===== src/rtl/bcd_game_pkg.sv =====
// Shared definitions for the math-game answer entry path.
package bcd_game_pkg;

    typedef enum logic [1:0] {
        IDLE   = 2'd0,
        EDIT   = 2'd1,
        COMMIT = 2'd2,
        LOCK   = 2'd3
    } state_t;

    localparam int unsigned BCD_W   = 4;
    localparam logic [BCD_W-1:0] BCD_MAX = 4'd9;

    // Next BCD value of one digit, wrapping 9 back to 0 without carry.
    function automatic logic [BCD_W-1:0] bcd_next(input logic [BCD_W-1:0] d);
        return (d >= BCD_MAX) ? '0 : d + 4'd1;
    endfunction

endpackage


===== src/rtl/bcd_digit_cell.sv =====
// One BCD digit register: clear dominates, increment wraps 9 -> 0.
module bcd_digit_cell
    import bcd_game_pkg::*;
(
    input  logic             clk,
    input  logic             rst,
    input  logic             clear,
    input  logic             inc,
    output logic [BCD_W-1:0] digit
);

    // Digit storage with asynchronous active-low reset.
    always_ff @(posedge clk or negedge rst) begin
        if (!rst) begin
            digit <= '0;
        end else if (clear) begin
            digit <= '0;
        end else if (inc) begin
            digit <= bcd_next(digit);
        end
    end

endmodule


===== src/rtl/bcd_answer_entry.sv =====
// Builds a multi-digit BCD answer from button pulses and commits it on submit.
module bcd_answer_entry
    import bcd_game_pkg::*;
#(
    parameter int unsigned NUM_DIGITS = 2,
    parameter int unsigned SEL_W      = 1
) (
    input  logic                        clk,
    input  logic                        rst,
    input  logic                        enable,
    input  logic                        inc_pulse,
    input  logic                        sel_pulse,
    input  logic                        submit_pulse,
    output logic [BCD_W*NUM_DIGITS-1:0] entry_bcd,
    output logic [SEL_W-1:0]            digit_sel,
    output logic                        entry_active,
    output logic [BCD_W*NUM_DIGITS-1:0] answer_bcd,
    output logic                        answer_valid
);

    localparam logic [SEL_W-1:0] SEL_TOP = SEL_W'(NUM_DIGITS - 1);

    state_t state;
    state_t next_state;
    logic   edit_live;
    logic   do_submit;
    logic   do_sel;
    logic   do_inc;
    logic   clear;

    // State register.
    always_ff @(posedge clk or negedge rst) begin
        if (!rst) begin
            state <= IDLE;
        end else begin
            state <= next_state;
        end
    end

    // Next-state and one-hot pulse decode; enable loss beats every pulse,
    // then submit > sel > inc with lower-priority pulses dropped.
    always_comb begin
        next_state = state;
        edit_live  = 1'b0;
        do_submit  = 1'b0;
        do_sel     = 1'b0;
        do_inc     = 1'b0;
        case (state)
            IDLE: begin
                if (enable) next_state = EDIT;
            end
            EDIT: begin
                if (!enable) begin
                    next_state = IDLE;
                end else begin
                    edit_live = 1'b1;
                    do_submit = submit_pulse;
                    do_sel    = !submit_pulse && sel_pulse;
                    do_inc    = !submit_pulse && !sel_pulse && inc_pulse;
                    if (submit_pulse) next_state = COMMIT;
                end
            end
            COMMIT: next_state = LOCK;
            LOCK: begin
                if (!enable) next_state = IDLE;
            end
            default: next_state = IDLE;
        endcase
        // Clearing on the edge that enters IDLE (and while staying there)
        // means the entry is already zero the first cycle IDLE is visible.
        clear = (next_state == IDLE);
    end

    // Digit selection, answer latch and registered status outputs.
    always_ff @(posedge clk or negedge rst) begin
        if (!rst) begin
            digit_sel    <= SEL_TOP;
            answer_bcd   <= '0;
            answer_valid <= 1'b0;
            entry_active <= 1'b0;
        end else begin
            answer_valid <= do_submit;
            entry_active <= (next_state == EDIT);
            if (do_submit) answer_bcd <= entry_bcd;
            if (clear) begin
                digit_sel <= SEL_TOP;
            end else if (do_sel) begin
                digit_sel <= (digit_sel == '0) ? SEL_TOP : digit_sel - 1'b1;
            end
        end
    end

    genvar g;
    generate
        for (g = 0; g < NUM_DIGITS; g++) begin : g_digit
            bcd_digit_cell u_cell (
                .clk   (clk),
                .rst   (rst),
                .clear (clear),
                .inc   (edit_live && do_inc && (digit_sel == SEL_W'(g))),
                .digit (entry_bcd[g*BCD_W +: BCD_W])
            );
        end
    endgenerate

endmodule


===== config.mk =====
export PLATFORM = sky130hd
export DESIGN_NAME = bcd_answer_entry
export DESIGN_NICKNAME = d
export VERILOG_FILES = /design/src/rtl/bcd_game_pkg.sv /design/src/rtl/bcd_digit_cell.sv /design/src/rtl/bcd_answer_entry.sv
export SDC_FILE = /design/constraint.sdc
export NUM_CORES = 1
export LEC_CHECK = 0
export CORE_UTILIZATION = 44
export DETAILED_ROUTE_END_ITERATION = 12
export GPL_ROUTABILITY_DRIVEN = 0
export MAX_ROUTING_LAYER = met4
export PLACE_DENSITY = 0.73
export SYNTH_ARGS = -nofsm -noshare
export SYNTH_HDL_FRONTEND = slang
export SYNTH_HIERARCHICAL = 1
export SYNTH_SLANG_ARGS = --single-unit

===== constraint.sdc =====
create_clock -name clk -period 1.6 [get_ports clk]
set_input_delay 0.32 -clock clk [delete_from_list [all_inputs] [get_ports clk]]
set_output_delay 0.32 -clock clk [all_outputs]
set_load 0.02 [all_outputs]

Word level (Yosys, flattened, before mapping)
Cells that the tools add are included.
W data, S select, Z words.
{"block": "totals", "regBits": 21, "latchBits": 0, "mem_bits_rw": 0, "mem_bits_ro": 0, "in_bits": 6, "out_inout_bits": 19, "elab_cells": 52, "mem_count": 0}
{"block": "classes", "n_addsub": 3, "n_mul": 0, "div_mod_pow": 0, "n_lt_le_gt_ge": 2, "n_eq_ne": 4, "shifts": 0, "n_mux": 22, "bitwise": 1, "n_reduce_logical": 13}
{"cell": "$mux W4", "count": 6}
{"cell": "$mux W1", "count": 11}
{"cell": "$add A4 B1 Y4 const B", "count": 2}
{"cell": "$ge A4 B4 Y1 const B", "count": 2}
{"cell": "$mux W2", "count": 4}
{"cell": "$pmux W2 S4", "count": 1}
{"cell": "$logic_and A1 B1 Y1", "count": 6}
{"cell": "$reduce_bool A2 Y1", "count": 3}
{"cell": "$eq A2 B1 Y1 const B", "count": 2}
{"cell": "$eq A2 B2 Y1 const B", "count": 2}
{"cell": "$logic_not A2 Y1", "count": 2}
{"cell": "$logic_not A1 Y1", "count": 2}
{"cell": "$not A1 Y1", "count": 1}
{"cell": "$sub A1 B1 Y1 const B", "count": 1}

Depth between registers and ports, before layout
Gate-level depths: netlist (run 1).
{"block": "depth", "word_depth": 9, "ltp_mapped": 6}

Hierarchy
The synthesis (run 1) kept the hierarchy.
{"module": "bcd_answer_entry", "instances": 1, "cells_per_inst": 41, "area_each_um2": 576.8, "seq_area_each_um2": 326.6}
{"module": "bcd_digit_cell at g_digit[1].u_cell", "instances": 1, "cells_per_inst": 25, "area_each_um2": 262.8, "seq_area_each_um2": 100.1}
{"module": "bcd_digit_cell at g_digit[0].u_cell", "instances": 1, "cells_per_inst": 25, "area_each_um2": 259.0, "seq_area_each_um2": 100.1}

Worst setup path before layout (run 1)
Ideal clock, no wire load.
{"block": "synth_path", "path_kind": "register -> register", "from": "reg state[1]", "to": "reg g_digit[0].u_cell.digit[2]", "setup_ns": 0.078, "t_arrival_ns": 1.497, "t_required_ns": 1.522, "slack_ns": 0.025, "path_stages_with_launch": 7, "path_buffers": 1, "path_cell_list": "dfrtp_1 > and4bb_2 > nor4bb_1 > buf_4 > nand2_2 > a211o_1 > a21oi_2"}
{"block": "synth_between", "elab_chain_len": 5, "elab_cells_between_ends": 16}
{"element": "start, declared", "line": "bcd_answer_entry.sv:23", "rtl": "state_t state;"}
{"element": "start signal, assigned", "line": "bcd_answer_entry.sv:36", "rtl": "state <= next_state;"}
{"element": "$mux W2 / $eq A2 B1 Y1 (equally long branches)", "line": "bcd_answer_entry.sv:60, bcd_answer_entry.sv:48"}
{"element": "$mux W2 / $mux W1 (equally long branches)", "line": "bcd_answer_entry.sv:53, bcd_answer_entry.sv:48"}
{"element": "$pmux W2 S4 / $logic_and A1 B1 Y1 (equally long branches)", "line": "bcd_answer_entry.sv:48, bcd_answer_entry.sv:100"}
{"element": "$logic_not A2 Y1 / $logic_and A1 B1 Y1 (equally long branches)", "line": "bcd_answer_entry.sv:71, bcd_answer_entry.sv:100"}
{"element": "$mux W4 / $reduce_bool A2 Y1 (equally long branches)"}
{"element": "end signal, assigned", "line": "bcd_digit_cell.sv:19", "rtl": "digit <= bcd_next(digit);"}
{"element": "end, declared", "line": "bcd_digit_cell.sv:9", "rtl": "output logic [BCD_W-1:0] digit"}
Several ways; a longest one is shown, not always the timed one.
A chain may end at the register's enable or synchronous reset.

Final worst setup path (run 1)
Same ends and word-level chain as after synthesis.

==> results of run 1 <==
-- where the power goes --
group | total (mW) | internal (mW) | switching [mW] | leakage, nW
logic | 0.292 | 0.149 | 0.143 | 0.570
clock network | 0.248 | 0.0969 | 0.152 | 0.0150
registers | 0.590 | 0.568 | 0.0221 | 0.284
total | 1.13 | 0.813 | 0.317 | 0.869
-- path summary, 6_finish.rpt --
| kind | slack (ns) | start | to | cells past startpoint |
|---|---|---|---|---|
| hold reg to reg | 0.52 | answer_bcd[6] | answer_bcd[6] | 1 |
| max in group asynchronous | 0.98 | rst | digit_sel | 2 |
| hold / removal | 0.35 | rst | answer_bcd[6] | 2 |
| setup / recovery | 0.04 | state[1] | g_digit[0].u_cell/digit[2] | 6 |
| setup reg to reg | 0.04 | state[1] | g_digit[0].u_cell/digit[2] | 6 |
| min in group clk | 0.52 | answer_bcd[6] | answer_bcd[6] | 1 |
-- registers in the layout, summed over array words and instances, names as in the netlist --
name / count
answer_bcd: 8
answer_valid: 1
digit_sel: 1
entry_active: 1
g_digit.u_cell/digit: 8
state: 2
-- worst reg2reg max path, stage by stage (launching register included) --
cell and delay (ns):
dfrtp_1 0.40, and4bb_2 0.32, nor4bb_4 0.19, buf_4 0.16
nand2_2 0.04, a211o_1 0.27, a21oi_2 0.11
-- timing repair --
item	4_1_cts	5_1_grt
hold endpoints to repair	0	0
gates resized for setup	17	9
cloned	0	1
endpoints found under the setup margin	27	19
pin swaps	2	6
buffers inserted	1	2
-- routing by layer --
metal	share of wire (%)	GRT usage [%]	routed length [um]
met5	0	-	0
met4	0.39	4.05	9
met3	3.3	2.63	77
met2	53	36.5	1220
met1	43	24.9	994
-- logic make-up after synthesis --
family                   count (synthesis)  share of synthesized area (%)
buffers and inverters                   10                           5.12
AO/OA/AOI/OAI                           21                           14.5
flip-flops                              21                           48.0
multiplexers                             8                           10.9
AND/OR/NAND/NOR                         25                           14.7
adder cells (fa/ha/maj)                  6                           6.83
-- per-stage QoR --
| stage | setup TNS (ns) | hold slack (ns) |
|---|---|---|
| after floorplan | 0 | 0.0244 |
| after global placement | -5.28 | 0.497 |
| after detailed placement | -5.67 | 0.495 |
| after CTS | 0 | 0.363 |
| after global routing | -0.0703 | 0.383 |
| final | 0 | 0.354 |
-- cell type report --
| class | instances | area, sq um | area share, % |
|---|---|---|---|
| Multi-Input combinational cell | 60 | 544 | 35.2 |
| Sequential cell | 21 | 527 | 34.1 |
| Timing Repair Buffer | 44 | 388 | 25.1 |
| Tap cell | 28 | 35.0 | 2.27 |
| Clock buffer | 4 | 26.3 | 1.70 |
| Inverter | 7 | 26.3 | 1.70 |
-- placed cells by master (no fill, tap or decap), types with 3 or more instances in the layout --
master           count
dfrtp_1             20
buf_4               18
dlygate4sd2_1       13
mux2_4               8
inv_1                6
ha_1                 6
nor2_1               5
clkdlybuf4s50_1      5
dlymetal6s2s_1       5
a21oi_1              4
nand3b_1             3
clkbuf_4             3
nand2_1              3
nand2b_1             3
==> results.yml, run 1 <==
timing:
  period_needed_ns: 1.56
  fmax_mhz: 640
  worst_pin_slew_ns: 0.264
  setup_slack_ns: 0.0364
  fin_worst_skew_ns: 0.00102
  hold_viol: 0
  fin_crit_sh_pct: 97.7
  rsz0062_at_grt: "yes"
  relSlewSlack_pct: 82.4
  slew_violations: 0
  setup_violations: 0
floorplan:
  die_h_um: 52.0
  die_w_um: 52.0
  dieArea_sq_um: 2700
  rows: 17
  core_area_sq_um: 2280
  start_util_pct: 48.3
  io_pins: 25
route:
  vias: 870
  postRouteAntennaNets: 0
  route.final.wire_length_um: 2300
  drc: 0
  avgRoutedWirePerCell_um: 14.0
  drt_iter0_markers: 13
  dr.pass1.iters: 4
  viasPerCell: 5.30
clocking:
  clkLatencyLatePin_ns: 0.29
  cts_root_buf: "clkbuf_4"
  hold_buffers: 0
  clkTransAtPathRegs_ns: 0.11
  htree_levels: 1
  cts_tree: "yes"
  cts.sinks: 21
  clk_path_buf_depth: 2
  cts_buffers: 3
finish:
  final_cells: 164
  post_route_cells_drive_above_1_share_pct: 32.4
  final_cell_area_sq_um: 1550
  antenna_cells: 0
  postLayoutCoreUtil_pct: 67.9
  final_nets: 149
  fillers: 184
  syn2layout_area_growth_pct: 40.8
worst_hold_path:
  hold_class: "input port to asynchronous set/reset pin"
power:
  power_leakage_nw: 0.869
  ir_worst_vdd_uv: 490
  p_per_area_nw_per_um2: 731
  power_mw: 1.13
synth:
  synthCells: 91
  synth_flop_cell: "dfrtp_1"
  syn_area_sq_um: 1100
  synth-seq-cells: 21
  synth.area.top_cells: "dfrtp_1, mux2_4, ha_1, dfstp_2, buf_6"
  synth_edf_count: 0
  syn_area_per_cell_sq_um: 12.1
  yosys.area.top_type_share_pct: 45.6
  synth_top_area_cell: "dfrtp_1"
  yosys.cell_count.top_type: "dfrtp_1"
  synth_cell_type_count: 35
  netlist_top_cells_count: "dfrtp_1, mux2_4, ha_1, inv_1, nor2_1"
  syn_nets: 103
  ys_seq_area_share_pct: 47.9
  yosysWarnings: 6
  async_flop_share_pct: 100
grt:
  grt_max_degree: 22
  antenna_found_initial: 0
  grt_pass1_vias: 890
  grt_overflow_total: 0
  grt_pass1_wl_um: 4000
  grt_usage_pct: 20.6
worst_setup_path:
  cp.arrival_ns: 1.80
  slowest_delay_ns: 0.40
  cp.required_ns: 1.83
  crit_chain: "and4bb_2 > nor4bb_4 > buf_4 > nand2_2 > a211o_1 > a21oi_2"
  slowest_stage: "dfrtp_1"
  critPathCaptureType: "flip-flop"
  critPathBufInv: 1
  path_max_fanout: 4
  start_kind: "flip-flop"
  path_class: "flip-flop to flip-flop"
  crit_family: "simple AND/OR/NAND/NOR gates"
placed_design:
  postPlaceCellArea_sq_um: 1470
  dp.cells: 157
  hpwl_um: 1630
  port_buffers: 24
  dpl_worst_slack_ns: -0.464
run:
  drv_cap: 0
outcome:
  status: "finished, final reports clean"
No activity file was read; power rests on OpenSTA's default activity.
==> run 2, diff against run 1 <==
- PLACE_DENSITY: 0.73 -> 0.74
==> run 2 against run 1 <==
Net effect: combinational power down 5%; final area shrank 3.3%; first-iteration DRC count decreased by 62%; sequential share of layout area increased by 1.2 points; global-route usage shrank 0.80 points; setup slack improved by 0.036 ns.
==> results.yml, run 2 (same netlist as run 1, synthesis figures left out) <==
grt:
  met1_usage_pct: 23.6
  grt_overflow_total: 0
  met2_usage_pct: 32.3
  grt_max_degree: 22
  antenna_found_initial: 0
  grt_pass1_vias: 832
  grt_pass1_wl_um: 3690
  grt_use_met3_pct: 6.14
  busiest_layer: "met2"
  grt_usage_pct: 19.8
worst_setup_path:
  path_class: "flip-flop to flip-flop"
  r2r_cells: 6
  start_kind: "flip-flop"
  path_max_fanout: 4
  cp.required_ns: 1.85
  cp.arrival_ns: 1.78
  critPathCaptureType: "flip-flop"
power:
  p_per_area_nw_per_um2: 754
  power_leakage_nw: 0.820
  ir_worst_vdd_uv: 713
clocking:
  clk_path_buf_depth: 2
  hold_buffers: 0
  htree_levels: 1
  cts_root_buf: "clkbuf_4"
  clkLatencyLatePin_ns: 0.31
  cts.sinks: 21
  cts_buffers: 3
  cts_tree: "yes"
  clkTransAtPathRegs_ns: 0.12
route:
  vias: 838
  route.final.wire_length_um: 2210
  drc: 0
  dr.pass1.iters: 4
  viasPerCell: 5.24
  drt_iter0_markers: 5
  postRouteAntennaNets: 0
  avgRoutedWirePerCell_um: 13.8
timing:
  hold_viol: 0
  relSlewSlack_pct: 82.2
  fin_crit_sh_pct: 95.5
  period_needed_ns: 1.53
  setup_tns_ns: 0
  setup_slack_ns: 0.0722
  slew_violations: 0
  setup_violations: 0
  fin_worst_skew_ns: 0.00111
  worst_pin_slew_ns: 0.266
  fmax_mhz: 655
  rsz0062_at_grt: "yes"
placed_design:
  dpl_worst_slack_ns: -0.460
  hpwl_um: 1680
  port_buffers: 24
floorplan:
  io_pins: 25
  die_w_um: 52.0
  core_area_sq_um: 2280
  start_util_pct: 48.3
  dieArea_sq_um: 2700
  die_h_um: 52.0
  rows: 17
finish:
  fillers: 183
  antenna_cells: 0
  final_common_cell: "dfrtp_1"
  final_cell_mix: "dfrtp_1, dlygate4sd2_1, buf_4"
  post_route_cells_drive_above_1_share_pct: 31.8
  syn2layout_area_growth_pct: 36.1
  largestRegisters: "answer_bcd: 8 flops, g_digit.u_cell/digit: 8 flops, state: 2 flops"
  final_nets: 145
  postLayoutCoreUtil_pct: 65.7
  ff_latch_area_sq_um: 527
  multi_input_area_sq_um: 542
worst_hold_path:
  hold_class: "input port to asynchronous set/reset pin"
outcome:
  status: "finished, final reports clean"
run:
  drv_cap: 0
==> run 2: layout make-up <==
cell class                 count  area share, %
timing repair buffer          40           22.6
multi-input combinational     60           36.2
tap                           28           2.34
sequential                    21           35.2
clock inverter                 1          0.335
clock buffer                   3           1.51
inverter                       7           1.76
==> run 2: layer usage <==
| layer | up-vias | wire (um) |
|---|---|---|
| met5 | - | 0 |
| met4 | 0 | 16 |
| met3 | 3 | 102 |
| met2 | 19 | 1110 |
| met1 | 405 | 983 |
| li1 | 411 | - |
==> run 2: power by group <==
group          total, mW  internal, mW  switching (mW)
registers          0.588         0.568          0.0210
logic              0.276         0.134           0.142
clock network      0.263        0.0936           0.170
total               1.13         0.795           0.333
==> run 2: worst paths after layout <==
kind	slack (ns)	start	end
worst max-delay path	0.07	state[1]	g_digit[0].u_cell/digit[2]
worst min-delay path	0.34	rst	g_digit[1].u_cell/digit[2]
worst max register to register	0.07	state[1]	g_digit[0].u_cell/digit[2]
worst min register to register	0.52	answer_bcd[1]	answer_bcd[1]
max in group asynchronous	0.99	rst	digit_sel
min in group clk	0.50	enable	digit_sel
==> run 2: worst max-delay path: stages (launching register included) <==
cell and delay, ns:
dfrtp_1 0.40, and4bb_2 0.31, nor4bb_4 0.18, buf_4 0.16, nand2_2 0.05, a211o_1 0.24
a21oi_2 0.13
==> run 2: timing repair <==
action	4_1_cts	5_1_grt
pin swaps	1	4
gates resized for setup	19	9
setup buffers	1	0
setup endpoints to repair	28	10
==> run 2: through the flow <==
stage,hold slack [ns],cells,area [sq um],power (mW)
4_1_cts,0.342,160,1470,1.14
3_5_place_dp,0.504,155,1460,0.881
3_3_place_gp,0.496,155,1460,0.866
5_1_grt,0.341,160,1500,1.19
2_1_floorplan,0.0244,91,1100,0.734
6_report,0.343,160,1500,1.13
==> run 3, diff against run 2 <==
- ABC_CLOCK_PERIOD_IN_PS: not set -> 1600
- TNS_END_PERCENT: not set -> 100
==> results of run 3 <==
No change in the layout: final DEF, timing and power equal those of run 2.
